`src/rtl/bus_arbiter_pkg.sv`:
```
// Shared types for the fetch/execute bus arbiter: FSM states, owner
// encoding, the latched bus request and the fetch request builder.
package bus_arbiter_pkg;

    typedef enum logic [1:0] {
        ARB_IDLE,
        ARB_REQ,
        ARB_WAIT
    } arb_state_t;

    typedef enum logic {
        OWNER_FETCH,
        OWNER_EXEC
    } arb_owner_t;

    typedef struct packed {
        logic [31:0] addr;
        logic [31:0] wdata;
        logic        write;
        logic [3:0]  strobe;
    } bus_request_t;

    // Fetch only ever reads whole words.
    localparam logic [3:0] FETCH_STROBE = 4'hF;

    // Fetch carries only an address; the rest of the request is fixed.
    function automatic bus_request_t fetch_request(input logic [31:0] addr);
        bus_request_t r;
        r.addr   = addr;
        r.wdata  = 32'h0;
        r.write  = 1'b0;
        r.strobe = FETCH_STROBE;
        return r;
    endfunction

endpackage

```
`src/rtl/bus_arbiter_if.sv`:
```
// Signal bundle between the arbiter, its two requesters and the bus.
// The arbiter takes the slave view; requesters and the bus model take
// the master view.
interface bus_arbiter_if;

    logic        f_req_valid;
    logic        f_req_ready;
    logic [31:0] f_addr;
    logic        f_resp_valid;
    logic [31:0] f_rdata;
    logic        f_error;

    logic        e_req_valid;
    logic        e_req_ready;
    logic [31:0] e_addr;
    logic        e_write;
    logic [31:0] e_wdata;
    logic [3:0]  e_strobe;
    logic        e_resp_valid;
    logic [31:0] e_rdata;
    logic        e_error;

    logic        m_req_valid;
    logic        m_req_ready;
    logic [31:0] m_addr;
    logic        m_write;
    logic [31:0] m_wdata;
    logic [3:0]  m_strobe;
    logic        m_resp_valid;
    logic [31:0] m_rdata;
    logic        m_error;

    modport slave (
        input  f_req_valid, f_addr,
        output f_req_ready, f_resp_valid, f_rdata, f_error,
        input  e_req_valid, e_addr, e_write, e_wdata, e_strobe,
        output e_req_ready, e_resp_valid, e_rdata, e_error,
        output m_req_valid, m_addr, m_write, m_wdata, m_strobe,
        input  m_req_ready, m_resp_valid, m_rdata, m_error
    );

    modport master (
        output f_req_valid, f_addr,
        input  f_req_ready, f_resp_valid, f_rdata, f_error,
        output e_req_valid, e_addr, e_write, e_wdata, e_strobe,
        input  e_req_ready, e_resp_valid, e_rdata, e_error,
        input  m_req_valid, m_addr, m_write, m_wdata, m_strobe,
        output m_req_ready, m_resp_valid, m_rdata, m_error
    );

endinterface

```
`src/rtl/bus_arbiter_picker.sv`:
```
// Execute-priority grant selection with a saturating starvation counter
// that hands one contested arbitration to fetch after STARVE_LIMIT losses.
module arb_priority_picker
    import bus_arbiter_pkg::*;
#(
    parameter int STARVE_LIMIT = 4
) (
    input  logic clock,
    input  logic reset,
    input  logic arbitrate,
    input  logic fetch_valid,
    input  logic exec_valid,
    output logic grant_fetch,
    output logic grant_exec
);

    logic [3:0] starve_cnt;
    logic       fetch_due;

    assign fetch_due = (starve_cnt == 4'(STARVE_LIMIT));

    // Fetch wins when alone or when it has lost often enough.
    always_comb begin
        grant_fetch = arbitrate && fetch_valid && (!exec_valid || fetch_due);
        grant_exec  = arbitrate && exec_valid && !grant_fetch;
    end

    // Count arbitrations fetch took part in and lost; clear on a fetch win.
    always_ff @(posedge clock or negedge reset) begin
        if (!reset) begin
            starve_cnt <= 4'd0;
        end else if (arbitrate && fetch_valid) begin
            if (grant_fetch) begin
                starve_cnt <= 4'd0;
            end else if (starve_cnt != 4'hF) begin
                starve_cnt <= starve_cnt + 4'd1;
            end
        end
    end

endmodule

```
`src/rtl/bus_arbiter.sv`:
```
// Shares one bus master port between fetch and execute: one transaction
// at a time, grant held until the response (or a watchdog timeout) and
// the response routed back to the owner.
module bus_arbiter
    import bus_arbiter_pkg::*;
#(
    parameter int STARVE_LIMIT   = 4,
    parameter int TIMEOUT_CYCLES = 255
) (
    input  logic          clock,
    input  logic          reset,
    bus_arbiter_if.slave  bus
);

    arb_state_t   state;
    arb_state_t   state_next;
    arb_owner_t   owner;
    bus_request_t req_q;
    logic [15:0]  timeout_cnt;

    logic arbitrate;
    logic grant_fetch;
    logic grant_exec;
    logic resp_fire;
    logic timeout_hit;
    logic done;
    logic owner_fetch;
    logic owner_exec;

    // Readies are held low while reset is asserted, even with requests pending.
    assign arbitrate   = (state == ARB_IDLE) && reset;
    assign resp_fire   = (state == ARB_WAIT) && bus.m_resp_valid;
    // Fires on the TIMEOUT_CYCLES-th cycle spent in REQ+WAIT.
    assign timeout_hit = (state != ARB_IDLE) && (timeout_cnt == 16'(TIMEOUT_CYCLES - 1));
    assign done        = resp_fire || timeout_hit;
    assign owner_fetch = (owner == OWNER_FETCH);
    assign owner_exec  = (owner == OWNER_EXEC);

    arb_priority_picker #(
        .STARVE_LIMIT (STARVE_LIMIT)
    ) u_picker (
        .clock       (clock),
        .reset       (reset),
        .arbitrate   (arbitrate),
        .fetch_valid (bus.f_req_valid),
        .exec_valid  (bus.e_req_valid),
        .grant_fetch (grant_fetch),
        .grant_exec  (grant_exec)
    );

    // State register.
    always_ff @(posedge clock or negedge reset) begin
        if (!reset) begin
            state <= ARB_IDLE;
        end else begin
            state <= state_next;
        end
    end

    // Next-state logic.
    always_comb begin
        state_next = state;
        unique case (state)
            ARB_IDLE: begin
                if (grant_fetch || grant_exec) begin
                    state_next = ARB_REQ;
                end
            end
            ARB_REQ: begin
                if (timeout_hit) begin
                    state_next = ARB_IDLE;
                end else if (bus.m_req_ready) begin
                    state_next = ARB_WAIT;
                end
            end
            ARB_WAIT: begin
                if (done) begin
                    state_next = ARB_IDLE;
                end
            end
            default: state_next = ARB_IDLE;
        endcase
    end

    // Latch the winning request and owner; run the watchdog while busy.
    always_ff @(posedge clock or negedge reset) begin
        if (!reset) begin
            req_q       <= '0;
            owner       <= OWNER_FETCH;
            timeout_cnt <= 16'd0;
        end else if (grant_fetch) begin
            req_q       <= fetch_request(bus.f_addr);
            owner       <= OWNER_FETCH;
            timeout_cnt <= 16'd0;
        end else if (grant_exec) begin
            req_q.addr   <= bus.e_addr;
            req_q.wdata  <= bus.e_wdata;
            req_q.write  <= bus.e_write;
            req_q.strobe <= bus.e_strobe;
            owner        <= OWNER_EXEC;
            timeout_cnt  <= 16'd0;
        end else if (state != ARB_IDLE) begin
            timeout_cnt <= timeout_cnt + 16'd1;
        end
    end

    // Handshakes, bus request and response routing; a real response beats
    // a simultaneous timeout.
    always_comb begin
        bus.f_req_ready  = grant_fetch;
        bus.e_req_ready  = grant_exec;

        bus.m_req_valid  = (state == ARB_REQ) && !timeout_hit;
        bus.m_addr       = req_q.addr;
        bus.m_write      = req_q.write;
        bus.m_wdata      = req_q.wdata;
        bus.m_strobe     = req_q.strobe;

        bus.f_resp_valid = done && owner_fetch;
        bus.f_rdata      = (resp_fire && owner_fetch) ? bus.m_rdata : 32'h0;
        bus.f_error      = done && owner_fetch && (resp_fire ? bus.m_error : 1'b1);

        bus.e_resp_valid = done && owner_exec;
        bus.e_rdata      = (resp_fire && owner_exec) ? bus.m_rdata : 32'h0;
        bus.e_error      = done && owner_exec && (resp_fire ? bus.m_error : 1'b1);
    end

endmodule

```
`src/flat_wrapper.sv`:
```
// flat-port wrapper written by rule: the top's interface ports become plain ports
module bus_arbiter_flat import bus_arbiter_pkg::*;
#(
    parameter int STARVE_LIMIT   = 4,
    parameter int TIMEOUT_CYCLES = 255
)
  (clock, reset, bus_f_req_valid, bus_f_addr, bus_f_req_ready, bus_f_resp_valid, bus_f_rdata, bus_f_error, bus_e_req_valid, bus_e_addr, bus_e_write, bus_e_wdata, bus_e_strobe, bus_e_req_ready, bus_e_resp_valid, bus_e_rdata, bus_e_error, bus_m_req_valid, bus_m_addr, bus_m_write, bus_m_wdata, bus_m_strobe, bus_m_req_ready, bus_m_resp_valid, bus_m_rdata, bus_m_error);
  bus_arbiter_if bus_i ();
  input  logic clock;
  input  logic reset;
  input wire logic [$bits(bus_i.f_req_valid)-1:0] bus_f_req_valid;
  input wire logic [$bits(bus_i.f_addr)-1:0] bus_f_addr;
  output wire logic [$bits(bus_i.f_req_ready)-1:0] bus_f_req_ready;
  output wire logic [$bits(bus_i.f_resp_valid)-1:0] bus_f_resp_valid;
  output wire logic [$bits(bus_i.f_rdata)-1:0] bus_f_rdata;
  output wire logic [$bits(bus_i.f_error)-1:0] bus_f_error;
  input wire logic [$bits(bus_i.e_req_valid)-1:0] bus_e_req_valid;
  input wire logic [$bits(bus_i.e_addr)-1:0] bus_e_addr;
  input wire logic [$bits(bus_i.e_write)-1:0] bus_e_write;
  input wire logic [$bits(bus_i.e_wdata)-1:0] bus_e_wdata;
  input wire logic [$bits(bus_i.e_strobe)-1:0] bus_e_strobe;
  output wire logic [$bits(bus_i.e_req_ready)-1:0] bus_e_req_ready;
  output wire logic [$bits(bus_i.e_resp_valid)-1:0] bus_e_resp_valid;
  output wire logic [$bits(bus_i.e_rdata)-1:0] bus_e_rdata;
  output wire logic [$bits(bus_i.e_error)-1:0] bus_e_error;
  output wire logic [$bits(bus_i.m_req_valid)-1:0] bus_m_req_valid;
  output wire logic [$bits(bus_i.m_addr)-1:0] bus_m_addr;
  output wire logic [$bits(bus_i.m_write)-1:0] bus_m_write;
  output wire logic [$bits(bus_i.m_wdata)-1:0] bus_m_wdata;
  output wire logic [$bits(bus_i.m_strobe)-1:0] bus_m_strobe;
  input wire logic [$bits(bus_i.m_req_ready)-1:0] bus_m_req_ready;
  input wire logic [$bits(bus_i.m_resp_valid)-1:0] bus_m_resp_valid;
  input wire logic [$bits(bus_i.m_rdata)-1:0] bus_m_rdata;
  input wire logic [$bits(bus_i.m_error)-1:0] bus_m_error;
  assign bus_i.f_req_valid = bus_f_req_valid;
  assign bus_i.f_addr = bus_f_addr;
  assign bus_f_req_ready = bus_i.f_req_ready;
  assign bus_f_resp_valid = bus_i.f_resp_valid;
  assign bus_f_rdata = bus_i.f_rdata;
  assign bus_f_error = bus_i.f_error;
  assign bus_i.e_req_valid = bus_e_req_valid;
  assign bus_i.e_addr = bus_e_addr;
  assign bus_i.e_write = bus_e_write;
  assign bus_i.e_wdata = bus_e_wdata;
  assign bus_i.e_strobe = bus_e_strobe;
  assign bus_e_req_ready = bus_i.e_req_ready;
  assign bus_e_resp_valid = bus_i.e_resp_valid;
  assign bus_e_rdata = bus_i.e_rdata;
  assign bus_e_error = bus_i.e_error;
  assign bus_m_req_valid = bus_i.m_req_valid;
  assign bus_m_addr = bus_i.m_addr;
  assign bus_m_write = bus_i.m_write;
  assign bus_m_wdata = bus_i.m_wdata;
  assign bus_m_strobe = bus_i.m_strobe;
  assign bus_i.m_req_ready = bus_m_req_ready;
  assign bus_i.m_resp_valid = bus_m_resp_valid;
  assign bus_i.m_rdata = bus_m_rdata;
  assign bus_i.m_error = bus_m_error;
  bus_arbiter #(.STARVE_LIMIT(STARVE_LIMIT), .TIMEOUT_CYCLES(TIMEOUT_CYCLES)) u_core (.clock(clock), .reset(reset), .bus(bus_i));
endmodule
```
`config.mk`:
```
export PLATFORM = sky130hd
export DESIGN_NAME = bus_arbiter_flat
export DESIGN_NICKNAME = d
export VERILOG_FILES = /design/src/rtl/bus_arbiter_pkg.sv /design/src/rtl/bus_arbiter_if.sv /design/src/rtl/bus_arbiter_picker.sv /design/src/rtl/bus_arbiter.sv /design/src/flat_wrapper.sv
export SDC_FILE = /design/constraint.sdc
export NUM_CORES = 1
export LEC_CHECK = 0
export BUFFER_PORTS_ARGS = -buffer_cell sky130_fd_sc_hd__buf_2
export CAP_MARGIN = 20
export CORE_AREA = 2 2 108 110
export CTS_BUF_LIST = sky130_fd_sc_hd__clkbuf_4
export DETAILED_ROUTE_END_ITERATION = 7
export DIE_AREA = 0 0 110 112
export GPL_TIMING_DRIVEN = 0
export PLACE_DENSITY = 0.77
export SETUP_SLACK_MARGIN = 0.4
export SLEW_MARGIN = 15
export SYNTH_ARGS = -nofsm -noshare
export SYNTH_HDL_FRONTEND = slang
export SYNTH_SLANG_ARGS = --single-unit
```
`constraint.sdc`:
```
create_clock -name clock -period 3.45 [get_ports clock]
set_input_delay 0.345 -clock clock [delete_from_list [all_inputs] [get_ports clock]]
set_output_delay 0.345 -clock clock [all_outputs]
set_load 0.02 [all_outputs]
```
==> results.json, run 1 <==
{
  "outcome": "finished, final reports clean",
  "clock-sinks": 92,
  "drt_first_pass_iters": 6,
  "multi_input_area_mm2": 0.00171,
  "area_growth_pct": 41.4,
  "crit_family": "buffers and inverters",
  "yosysTopAreaCell": "dfrtp_1",
  "ctsLongestPathBuffers": 2,
  "synth_cell_types": 36,
  "slew_headroom": 0.589,
  "num_vias": 4442,
  "drive_gt1_frac": 0.445,
  "critPathMaxFanout": 50,
  "synth_nets": 549,
  "start_util": 0.387,
  "nNetsFinal": 842,
  "yosysMostFrequentCell": "dfrtp_1",
  "rows": 39,
  "viasPerCell": 5.24,
  "slowest_delay_ns": 0.56,
  "report.final.hold_viol_count": 0,
  "ys_ff_latch": 92,
  "core_area_mm2": 0.0112,
  "dp_hpwl_um": 10700,
  "die-height_um": 112,
  "gp_congestion": 0.845,
  "path_buf_inv": 6,
  "routed_wl_um": 13700,
  "synth_flop_cell": "dfrtp_1",
  "grt_max_degree": 51,
  "worstPathRequired_ns": 3.11,
  "grt_use_total": 0.226,
  "cts_tree": "done",
  "synthMuxAreaShare": 0.00232,
  "fin_hold_ws_ns": 0.0902,
  "hp-class": "in2reg",
  "start_kind": "input pin",
  "ys_seq_area_frac": 0.533,
  "fin_setup_tns_ns": 0,
  "rsz0062_at_grt": "no",
  "ant_nets": 0,
  "fin_cells": 847,
  "cts-htree-levels": 3,
  "synthXorXnorAreaFrac": 0.0203,
  "synth_area_leaders": "dfrtp_1 (53%), and2_1 (10%), a222oi_1 (7.4%)",
  "setup_slack_ns": 0.652,
  "synthCells": 405,
  "synth_top_family_by_area": "compound AO/OA/AOI/OAI gates",
  "maxSlewViolCount": 0,
  "dieWidth_um": 110,
  "synth_edf_count": 0,
  "p_leak_nw": 3.54,
  "period_share": 0.811,
  "antenna_found_initial": 3,
  "slowest_stage": "dlygate4sd3_1",
  "worstSetupPathType": "in2out",
  "fin_skew_ns": 0.0218,
  "pre_cts_ws_ns": 0.578,
  "port_buffers": 279,
  "crit_arrival_ns": 2.45,
  "fmax_ghz": 0.357,
  "max_slew.worst_pin.slew_ns": 0.615,
  "grt_overflow": 0,
  "async_reset_ff_frac": 1.00,
  "die-area_mm2": 0.0123,
  "synthAdderAreaFrac": 0.0116,
  "grt_pass1_vias": 4380,
  "pwr_density_cell_mw_per_mm2": 739,
  "synth.cell_area_mm2": 0.00432,
  "synth_top_area_share": 0.533,
  "path_clk_slew_ns": 0.14,
  "drc": 0,
  "maxCapViolations": 0,
  "seq_area_mm2": 0.00230,
  "avgSynthCellArea_um2": 10.7,
  "grt_pass1_wl_um": 21500,
  "finalSetupViolCount": 0,
  "final_area_mm2": 0.00611,
  "cts_setup_buffers": 0,
  "io_pins": 280,
  "dp_cells": 828,
  "postPlaceCellArea_mm2": 0.00593,
  "root_buffer": "clkbuf_4",
  "crit_chain": "dlygate4sd3_1, buf_4, buf_16, o2111a_1, clkbuf_1, buf_2, buf_2",
  "drt-initial-drc-count": 431,
  "vdd_drop_max_v": 0.000453,
  "crit_path_end_kind": "primary output",
  "synth-simple-area-share": 0.177,
  "fillers": 997,
  "synth_common_cells": "dfrtp_1 (92), and2_1 (69), inv_1 (41)",
  "cts_buffers": 9,
  "critPathMostFrequentCell": "buf_2",
  "min_period_ns": 2.80,
  "clock_latency_ns": 0.45,
  "ys_warn_count": 0,
  "drt-wirelength-per-cell_um": 16.2,
  "synth_compound_gate_area_share": 0.183
}
-- cell usage in the layout (no fill, tap or decap), types with 2 or more instances in the layout --
cell,count
and2_1,69
or3_1,3
inv_1,41
clkbuf_1,14
nor2_1,22
a21oi_1,12
o21ai_0,6
buf_16,2
a22o_1,33
nand3b_1,2
clkinvlp_4,2
xor2_1,9
buf_6,6
a222oi_1,32
nor3_1,3
nand3_1,12
nand2_1,8
or2_1,2
clkbuf_4,10
o211ai_1,2
dfrtp_1,92
nand4_1,5
ha_1,4
and4_1,2
buf_2,286
o31ai_1,3
clkinv_2,2
and3_1,2
-- final timing paths --
path	cells past startpoint	startpoint	slack, ns	end
max	7	reset	0.65	bus_e_req_ready
min	2	bus_m_req_ready	0.09	u_core.state[0]$_DFFE_PN0P_
max reg2reg	8	u_core.u_picker.starve_cnt[0]$_DFFE_PN0P_	1.32	u_core.bus.m_addr[22]$_DFFE_PN0P_
min reg2reg	1	u_core.bus.m_wdata[2]$_DFFE_PN0P_	0.51	u_core.bus.m_wdata[2]$_DFFE_PN0P_
max in group asynchronous	3	reset	2.73	u_core.bus.m_addr[1]$_DFFE_PN0P_
min in group asynchronous	3	reset	0.48	u_core.bus.m_wdata[4]$_DFFE_PN0P_
-- final cells by class --
cell class | count | area share
clock buffer | 10 | 0.0123
clock inverter | 6 | 0.0104
timing repair buffer | 282 | 0.240
multi-input combinational | 244 | 0.280
buffer | 28 | 0.0262
antenna | 1 | 0.000410
tap | 143 | 0.0293
inverter | 41 | 0.0252
sequential | 92 | 0.377
-- per-layer routing --
metal	vias up	global-route usage	routed length (um)
li1	2035	-	-
met4	2	0.0962	358
met1	2149	0.250	4890
met2	229	0.419	7310
met3	27	0.0345	1120
met5	-	0	17
-- through the flow --
stage | util | total power [mW]
after floorplan | - | 3.11
after global placement | 0.528 | 3.86
after detailed placement | 0.530 | 3.94
after CTS | 0.546 | 4.55
after global routing | 0.547 | 4.82
final | 0.547 | 4.52
-- sequential cells by signal, summed over array words and instances, names as in the netlist --
signal	cells
u_core.bus.m_addr	32
u_core.bus.m_wdata	32
u_core.timeout_cnt	16
u_core.bus.m_strobe	4
u_core.u_picker.starve_cnt	4
u_core.state	2
u_core.bus.m_write	1
u_core.owner	1
-- cells by family after synthesis --
logic type                 count (synthesis)
DFF                                       92
muxes                                      1
xor gates and xnor gates                  10
and+or+nand+nor                          134
AOI/OAI and AO/OA                         95
adders and majority gates                  4
buffers and inverters                     69
-- where the power goes --
part	switching [mW]	internal (mW)	leakage (nW)
Clock	0.372	0.229	0.0728
Sequential	0.283	1.52	1.17
Combinational	1.29	0.815	2.30
Total	1.95	2.57	3.54
-- worst register-to-register path, cell delays in order, from the launching register on --
cell and delay [ns]:
dfrtp_1 0.42, inv_1 0.10, ha_1 0.17, nand3b_1 0.13
o2111a_1 0.26, clkbuf_1 0.21, clkbuf_1 0.29, a222oi_1 0.38
inv_1 0.08
-- timing repair --
| item | 4_1_cts | 5_1_grt |
|---|---|---|
| hold endpoints to repair | 46 | 0 |
| hold buffers | 2 | 0 |
| gates resized for setup | 0 | 1 |
| endpoints found under the setup margin | 0 | 1 |
Note: power is estimated with default switching activity, not from simulation.
==> inputs of run 2 (changes only) <==
CORE_AREA = not set   (was 2 2 108 110)
CORE_MARGIN = 2   (was not set)
CORE_UTILIZATION = 40   (was not set)
DIE_AREA = not set   (was 0 0 110 112)
PLACE_DENSITY = 0.82   (was 0.77)
clock period = 2.4 ns   (was 3.45 ns; I/O delays follow)
==> results.json, run 2 (synthesis gave the netlist of run 1 again) <==
{
  "worstReg2RegStart": "u_core.state[0]$_DFFE_PN0P_",
  "start_kind": "register",
  "crit_start": "u_core.timeout_cnt[0]$_DFFE_PN0P_",
  "dieWidth_um": 108,
  "root_buffer": "clkbuf_4",
  "failed_checks": "design-rule violations, negative setup slack",
  "drt_first_pass_iters": 8,
  "fmax_ghz": 0.403,
  "grt_pass1_vias": 4690,
  "cts_buffers": 9,
  "start_util": 0.415,
  "hp-class": "in2reg",
  "pwr_density_cell_mw_per_mm2": 954,
  "critPathMaxFanout": 3,
  "num_vias": 4848,
  "p_comb_frac": 0.524,
  "final_area_mm2": 0.00760,
  "finalSetupViolCount": 4,
  "dp_hpwl_um": 11000,
  "period_share": 1.03,
  "die-height_um": 108,
  "crit_arrival_ns": 2.24,
  "clock-sinks": 92,
  "max_slew.worst_pin.slew_ns": 0.506,
  "ctsLongestPathBuffers": 2,
  "postPlaceCellArea_mm2": 0.00592,
  "antenna_found_initial": 5,
  "maxCapViolations": 0,
  "ant_nets": 0,
  "final_common_cell": "buf_2",
  "p_leak_nw": 4.10,
  "cts-htree-levels": 3,
  "crit_path_end_kind": "primary output",
  "port_buffers": 279,
  "fin_hold_ws_ns": 0.0150,
  "fin_cells": 909,
  "vdd_drop_max_v": 0.000705,
  "drive_gt1_frac": 0.578,
  "min_period_ns": 2.48,
  "clock_latency_ns": 0.45,
  "grt_use_total": 0.265,
  "gp_congestion": 0.817,
  "intPower_mw": 4.21,
  "final_util": 0.730,
  "holdPathStages": 3,
  "setup_slack_ns": -0.0787,
  "switching_power_mw": 3.04,
  "maxSlewViolCount": 0,
  "switching_share": 0.419,
  "nNetsFinal": 907,
  "cts_tree": "done",
  "hp-start": "bus_e_addr[14]",
  "worstSetupPathType": "reg2out",
  "viasPerCell": 5.33,
  "rsz0062_at_grt": "yes",
  "area_growth_pct": 75.9,
  "drc": 33,
  "routed_wl_um": 17700,
  "report.final.hold_viol_count": 0,
  "core_area_mm2": 0.0104,
  "io_pins": 280,
  "outcome": "finished, violations left",
  "drt-wirelength-per-cell_um": 19.5,
  "path_clk_slew_ns": 0.14,
  "dp_cells": 821,
  "fillers": 705,
  "drt-initial-drc-count": 450,
  "reg2reg_depth": 9,
  "grt_max_degree": 58,
  "fin_skew_ns": 0.0120,
  "die-area_mm2": 0.0117,
  "pwr-share-clk": 0.115,
  "power_frac_seq": 0.362,
  "final_cell_mix": "buf_2 (212), dfrtp_1 (92), buf_6 (90)",
  "rows": 37,
  "slew_headroom": 0.659,
  "grt_pass1_wl_um": 23700,
  "grt_overflow": 0,
  "worstPathRequired_ns": 2.16
}
run 2: worst paths after layout:
| check | to | slack (ns) |
|---|---|---|
| min in group asynchronous | u_core.bus.m_addr[0]$_DFFE_PN0P_ | 0.48 |
| setup reg to reg | u_core.bus.m_addr[29]$_DFFE_PN0P_ | 0.33 |
| setup / recovery | bus_f_error | -0.08 |
| max in group asynchronous | u_core.u_picker.starve_cnt[0]$_DFFE_PN0P_ | 1.68 |
| hold reg to reg | u_core.bus.m_addr[14]$_DFFE_PN0P_ | 0.51 |
| hold / removal | u_core.bus.m_addr[14]$_DFFE_PN0P_ | 0.02 |
run 2: power groups by stage:
stage | clock network [mW] | logic [mW] | registers (mW)
CTS | 0.846 | 3.41 | 2.60
global route | 0.905 | 4.07 | 2.69
detailed placement | 0 | 3.06 | 2.60
finish | 0.831 | 3.80 | 2.62
global placement | 0 | 2.96 | 2.58
floorplan | 0 | 1.19 | 3.28
run 2: stage by stage:
step,setup slack [ns],total power [mW],TNS [ns]
finish,-0.0787,7.26,-0.205
global placement,-1.12,5.55,-79.58
global route,-0.201,7.66,-0.967
detailed placement,-0.188,5.66,-4.16
floorplan,0.420,4.48,0
CTS,-0.0734,6.86,-0.267
run 2: layout make-up:
class | count | area (um2) | share of cell area
Antenna cell | 5 | 12.5 | 0.00165
Buffer | 28 | 307 | 0.0403
Clock buffer | 10 | 75.1 | 0.00987
Clock inverter | 6 | 55.1 | 0.00724
Inverter | 41 | 154 | 0.0202
Multi-Input combinational cell | 244 | 1950 | 0.257
Sequential cell | 92 | 2300 | 0.303
Tap cell | 136 | 170 | 0.0224
Timing Repair Buffer | 347 | 2580 | 0.339
run 2: worst max-delay path, stage by stage (launching register included):
cell,delay [ns]
dfrtp_1,0.44
inv_2,0.08
ha_1,0.13
or4b_4,0.47
nor3_4,0.16
nand4_1,0.16
a21oi_1,0.19
buf_4,0.17
run 2: metal layers:
layer / global-route usage / vias to the layer above / share of wire
li1: - / 2175 / -
met1: 0.300 / 2377 / 0.37
met2: 0.469 / 256 / 0.51
met3: 0.0536 / 40 / 0.075
met4: 0.147 / 0 / 0.044
met5: 0 / - / 0
run 2: timing repair:
action,in CTS,in global routing
hold endpoints to repair,62,92
resized for setup,154,166
buffers inserted,16,13
endpoints found under the setup margin,127,154
pin swaps,39,42
hold buffers,26,1
cloned,4,8
